==> src/rtl/alarm_controlnstance.sv <==
// Alarm-setting controller: debounces SW_F1/SW_F2 through 2-flop synchronizers plus an edge-history flop.
// SW_F1 walks the field select; SW_F2 emits one registered increment/toggle pulse for the selected field.
module alarm_controlnstance (
  input  logic CLK,
  input  logic RST,
  input  logic SW_F1,
  input  logic SW_F2,
  output logic ALM_HOUR,
  output logic ALM_MIN,
  output logic ALM_ONOFF
);

  typedef enum logic [1:0] {
    IDLE      = 2'd0,
    SET_HOUR  = 2'd1,
    SET_MIN   = 2'd2,
    SET_ONOFF = 2'd3
  } state_t;

  state_t state;
  state_t state_nxt;

  // bit 0: first sync stage, bit 1: second sync stage, bit 2: history
  logic [2:0] f1_sync;
  logic [2:0] f2_sync;

  logic press_f1;
  logic press_f2;
  logic hour_nxt;
  logic min_nxt;
  logic onoff_nxt;

  assign press_f1 = f1_sync[1] & ~f1_sync[2];
  assign press_f2 = f2_sync[1] & ~f2_sync[2];

  always_ff @(posedge CLK or negedge RST) begin
    if (!RST) begin
      f1_sync <= 3'b000;
      f2_sync <= 3'b000;
    end else begin
      f1_sync <= {f1_sync[1:0], SW_F1};
      f2_sync <= {f2_sync[1:0], SW_F2};
    end
  end

  // The pulse is chosen from the current state even when SW_F1 advances it in the same cycle.
  always_comb begin
    state_nxt = state;
    hour_nxt  = 1'b0;
    min_nxt   = 1'b0;
    onoff_nxt = 1'b0;
    if (press_f2) begin
      case (state)
        SET_HOUR:  hour_nxt  = 1'b1;
        SET_MIN:   min_nxt   = 1'b1;
        SET_ONOFF: onoff_nxt = 1'b1;
        default:   ;
      endcase
    end
    if (press_f1) begin
      case (state)
        IDLE:      state_nxt = SET_HOUR;
        SET_HOUR:  state_nxt = SET_MIN;
        SET_MIN:   state_nxt = SET_ONOFF;
        default:   state_nxt = IDLE;
      endcase
    end
  end

  always_ff @(posedge CLK or negedge RST) begin
    if (!RST) begin
      state     <= IDLE;
      ALM_HOUR  <= 1'b0;
      ALM_MIN   <= 1'b0;
      ALM_ONOFF <= 1'b0;
    end else begin
      state     <= state_nxt;
      ALM_HOUR  <= hour_nxt;
      ALM_MIN   <= min_nxt;
      ALM_ONOFF <= onoff_nxt;
    end
  end

endmodule

==> config.mk <==
export PLATFORM = sky130hd
export DESIGN_NAME = alarm_controlnstance
export DESIGN_NICKNAME = d
export VERILOG_FILES = /design/src/rtl/alarm_controlnstance.sv
export SDC_FILE = /design/constraint.sdc
export NUM_CORES = 1
export LEC_CHECK = 0
export ABC_AREA = 0
export ABC_CLOCK_PERIOD_IN_PS = 1300
export CORE_AREA = 2 2 39 41
export DETAILED_ROUTE_END_ITERATION = 8
export DIE_AREA = 0 0 41 43
export RECOVER_POWER = 50
export SLEW_MARGIN = 20
export SYNTH_ARGS = -nofsm -noshare
export SYNTH_HDL_FRONTEND = slang
export SYNTH_SLANG_ARGS = --single-unit
==> constraint.sdc <==
create_clock -name CLK -period 1.3 [get_ports CLK]
set_clock_uncertainty 0.2 [all_clocks]
set_input_delay 0.195 -clock CLK [delete_from_list [all_inputs] [get_ports CLK]]
set_output_delay 0.195 -clock CLK [all_outputs]
set_load 0.01 [all_outputs]
Word-level counts from Yosys, hierarchy flattened
Index checks and enable logic that the tools add are counted.
{ "totals": {"out_inout_bits": 3, "mem_bits_rw": 0, "in_bits": 4, "romBits": 0, "memories": 0, "latchBits": 0, "word_cells": 21, "ff_bits": 11} }
{ "classes": {"eq_ne": 3, "mux": 7, "mul": 0, "add_sub_neg": 0, "order_cmp": 0, "shift": 0, "n_reduce_logical": 1, "div_mod_pow": 0, "n_bitwise": 4} }
{ "ops": {"columns": ["cell", "n"], "rows": [
  ["2-to-1 mux 1 bit", 6],
  ["case mux 2 bit (3 select lines)", 1],
  ["== test 2 bit, second input constant", 2],
  ["AND 1 bit", 2],
  ["== test 2 x 1 -> 1 bit, second input constant", 1],
  ["zero test 2 bit", 1],
  ["inverter 1 bit", 2]
]} }

Depth between registers and ports, before layout
{ "depth": {"depth_word": 3, "ltp_mapped": 4, "ltp_nobuf": 4} }

Worst setup path before layout
OpenSTA, ideal clock, no wires.
{ "synth_timing": {"kind": "register -> register", "startpoint": "register state[0]", "endpoint": "register state[1]", "n_path_buf": 0, "synth_period_minus_slack_ps": 1290, "path_slack_ps": 10, "t_required_ps": 975, "path_stages_with_launch": 4, "setup_time_ps": 125, "arrival_time_ps": 965, "path_cell_list": "dfrtp_1 inv_1 ha_1 mux2_4"} }
{ "synth_via": {"elab_chain_cells": 2, "word_cells_on_any_way": 4, "cone_classes": "eq/ne: 2; mux: 1; reduce/logical: 1"} }
{ "synth_rtl": {"columns": ["item", "line", "text"], "rows": [
  ["start: declaration", "20", "state_t state;"],
  ["start signal: assignment", "77", "state <= state_nxt;"],
  ["== test 2 bit, or another cell as far along", "61", "case (state)"],
  ["case mux 2 bit (3 select lines) (*)", "61", null]
]} }
Every way passes the cells marked *; elsewhere a longest branch is shown, timed or not.
A chain may end at the register's enable or synchronous reset.

Worst setup path in the final report
{ "layout_timing": {"startpoint": "register state[1]", "endpoint": "register state[0]"} }
Same word-level chain as after synthesis.

==> impl_metrics.json <==
{
  "dp_hpwl_um": 421,
  "numCtsBuffers": 3,
  "ys_ff_latch": 11,
  "place_congestion": 0.725,
  "syn_area_sq_um": 417,
  "clock_latency_ns": 0.26,
  "dp.cells": 51,
  "path_max_fanout": 3,
  "worstPathBufferInverterCount": 1,
  "wire_per_inst_um": 10.1,
  "fmax_ghz": 0.791,
  "initial_core_util": 0.301,
  "root_buffer": "clkbuf_4",
  "core_sq_um": 1380,
  "antenna_found_initial": 0,
  "wl_um": 557,
  "synth.distinct_cells": 9,
  "worst_pin_slew_ns": 0.554,
  "path_clk_slew_ns": 0.07,
  "grtUsageTotal": 0.0941,
  "slowest_delay_ns": 0.42,
  "finalNonFillerCells": 55,
  "port_buffers": 6,
  "final_util": 0.407,
  "cts_tree": "yes",
  "max-slew-margin-rel": 0.631,
  "ys_top_cells_by_area": "dfrtp_1, ha_1, and2_1",
  "finalSetupViolCount": 0,
  "period_needed_ns": 1.26,
  "post_cts.repair.setup_buffers": 0,
  "crit_type": "flop to flop",
  "crit_arrival_ns": 1.20,
  "grt_max_degree": 12,
  "final_nets": 49,
  "rsz0062_at_grt": "yes",
  "slowest_stage": "dfrtp_1",
  "clock_path_buffers": 2,
  "antenna_cells": 0,
  "fin_area_sq_um": 563,
  "first_pass_iters": 2,
  "powerDensity_nw_per_um2": 1740,
  "ios": 7,
  "ys_seq_area_frac": 0.661,
  "die_height_um": 43,
  "postSynthAreaPerCell_sq_um": 16.0,
  "drive_gt1_frac": 0.359,
  "start_kind": "flop",
  "ant_nets": 0,
  "area_delta_synth_final_pct": 35.1,
  "setup_ws_ns": 0.0356,
  "h-tree-depth": 1,
  "yosys_warnings": 0,
  "vias": 234,
  "drtIter0Drc": 1,
  "post-route-period-util": 0.973,
  "route.detailed.drc": 0,
  "hold_path_class": "flop to flop",
  "synth.largest_area_cell": "dfrtp_1",
  "synth_cells": 26,
  "p_leak_nw": 0.266,
  "grt_pass1_vias": 257,
  "worst_path_dominant_cell_family": "flip-flops",
  "grt_pass1_wl_um": 1000,
  "vdd_drop_max_mv": 0.712,
  "post-place-ws_ns": 0.0248,
  "holdWs_ns": 0.140,
  "synth_fp_nets": 35,
  "gr-total-overflow": 0,
  "path_cells": "buf_6, ha_2, o21bai_1, mux2i_1",
  "vias_per_cell": 4.25,
  "placed_area_sq_um": 519,
  "worst-endpoint-required_ns": 1.24,
  "maxCapViolCount": 0,
  "final.setup.tns_ns": 0,
  "hold_viol_final": 0,
  "power.total_mw": 0.982,
  "die_area_sq_um": 1760,
  "cts.sinks": 11,
  "rows": 14,
  "synth_top_cell_area_share": 0.661,
  "slew_violations": 0,
  "fp.dieW_um": 41,
  "holdBufCountCts": 0,
  "status": "finished clean",
  "cp-end-kind": "flop"
}
==> area by class of cell <==
cell class / instances / area [sq um]
multi-input combinational: 13 / 161
fill: 137 / 821
timing repair buffer: 9 / 72.6
inverter: 2 / 7.51
tap: 16 / 20.0
clock buffer: 4 / 26.3
sequential: 11 / 275
==> state kept, by name, summed over array words and instances, names as in the netlist <==
name       flops
f1_sync        3
f2_sync        3
ALM_MIN        1
state          2
ALM_HOUR       1
ALM_ONOFF      1
==> final timing paths <==
kind | start | endpoint | slack [ns] | cells after the start
max in group asynchronous | RST | state[0] | 0.31 | 2
hold reg to reg | f2_sync[0] | f2_sync[1] | 0.14 | 0
setup reg to reg | state[1] | state[0] | 0.04 | 4
setup / recovery | state[1] | state[0] | 0.04 | 4
min in group asynchronous | RST | ALM_HOUR | 0.22 | 2
hold / removal | f2_sync[0] | f2_sync[1] | 0.14 | 0
==> Yosys cell counts <==
cell type	number
nor2b_4	1
mux2i_1	1
inv_1	2
dfrtp_1	11
and2_1	3
nor2b_1	1
ha_1	5
o21bai_1	1
mux2_4	1
==> kinds of logic (layout without fill, tap and decap cells) <==
| group | Yosys count | count (layout) | synth area share |
|---|---|---|---|
| compound gates | 1 | 1 | 0.0180 |
| buf+inv | 2 | 15 | 0.0180 |
| mux | 2 | 2 | 0.0601 |
| flops | 11 | 11 | 0.661 |
| fa+ha+maj | 5 | 5 | 0.150 |
| simple gates | 5 | 5 | 0.0931 |
==> cell usage in the layout, fill, tap and decap left out, types with 2 or more instances in the layout <==
cell type,count
ha_1,2
ha_4,2
and2_1,3
dfrtp_1,11
clkbuf_4,3
inv_2,2
clkdlybuf4s50_1,2
clkbuf_2,2
clkbuf_1,2
==> routing by layer <==
metal  wire length (um)  share of wire  global-route usage
met1                231           0.41              0.0922
met2                273           0.49               0.119
met3                 37          0.066              0.0785
met4                 14          0.025              0.0800
met5                  0              0                   0
==> power by group <==
part / internal, mW / switching, mW
registers: 0.396 / 0.0357
logic: 0.177 / 0.150
clock network: 0.118 / 0.104
==> timing repair <==
item                                    4_1_cts  5_1_grt
pin swaps                                     0        1
resized for setup                             6        9
endpoints found under the setup margin        3        4
Power figures use the tool's default switching activity.
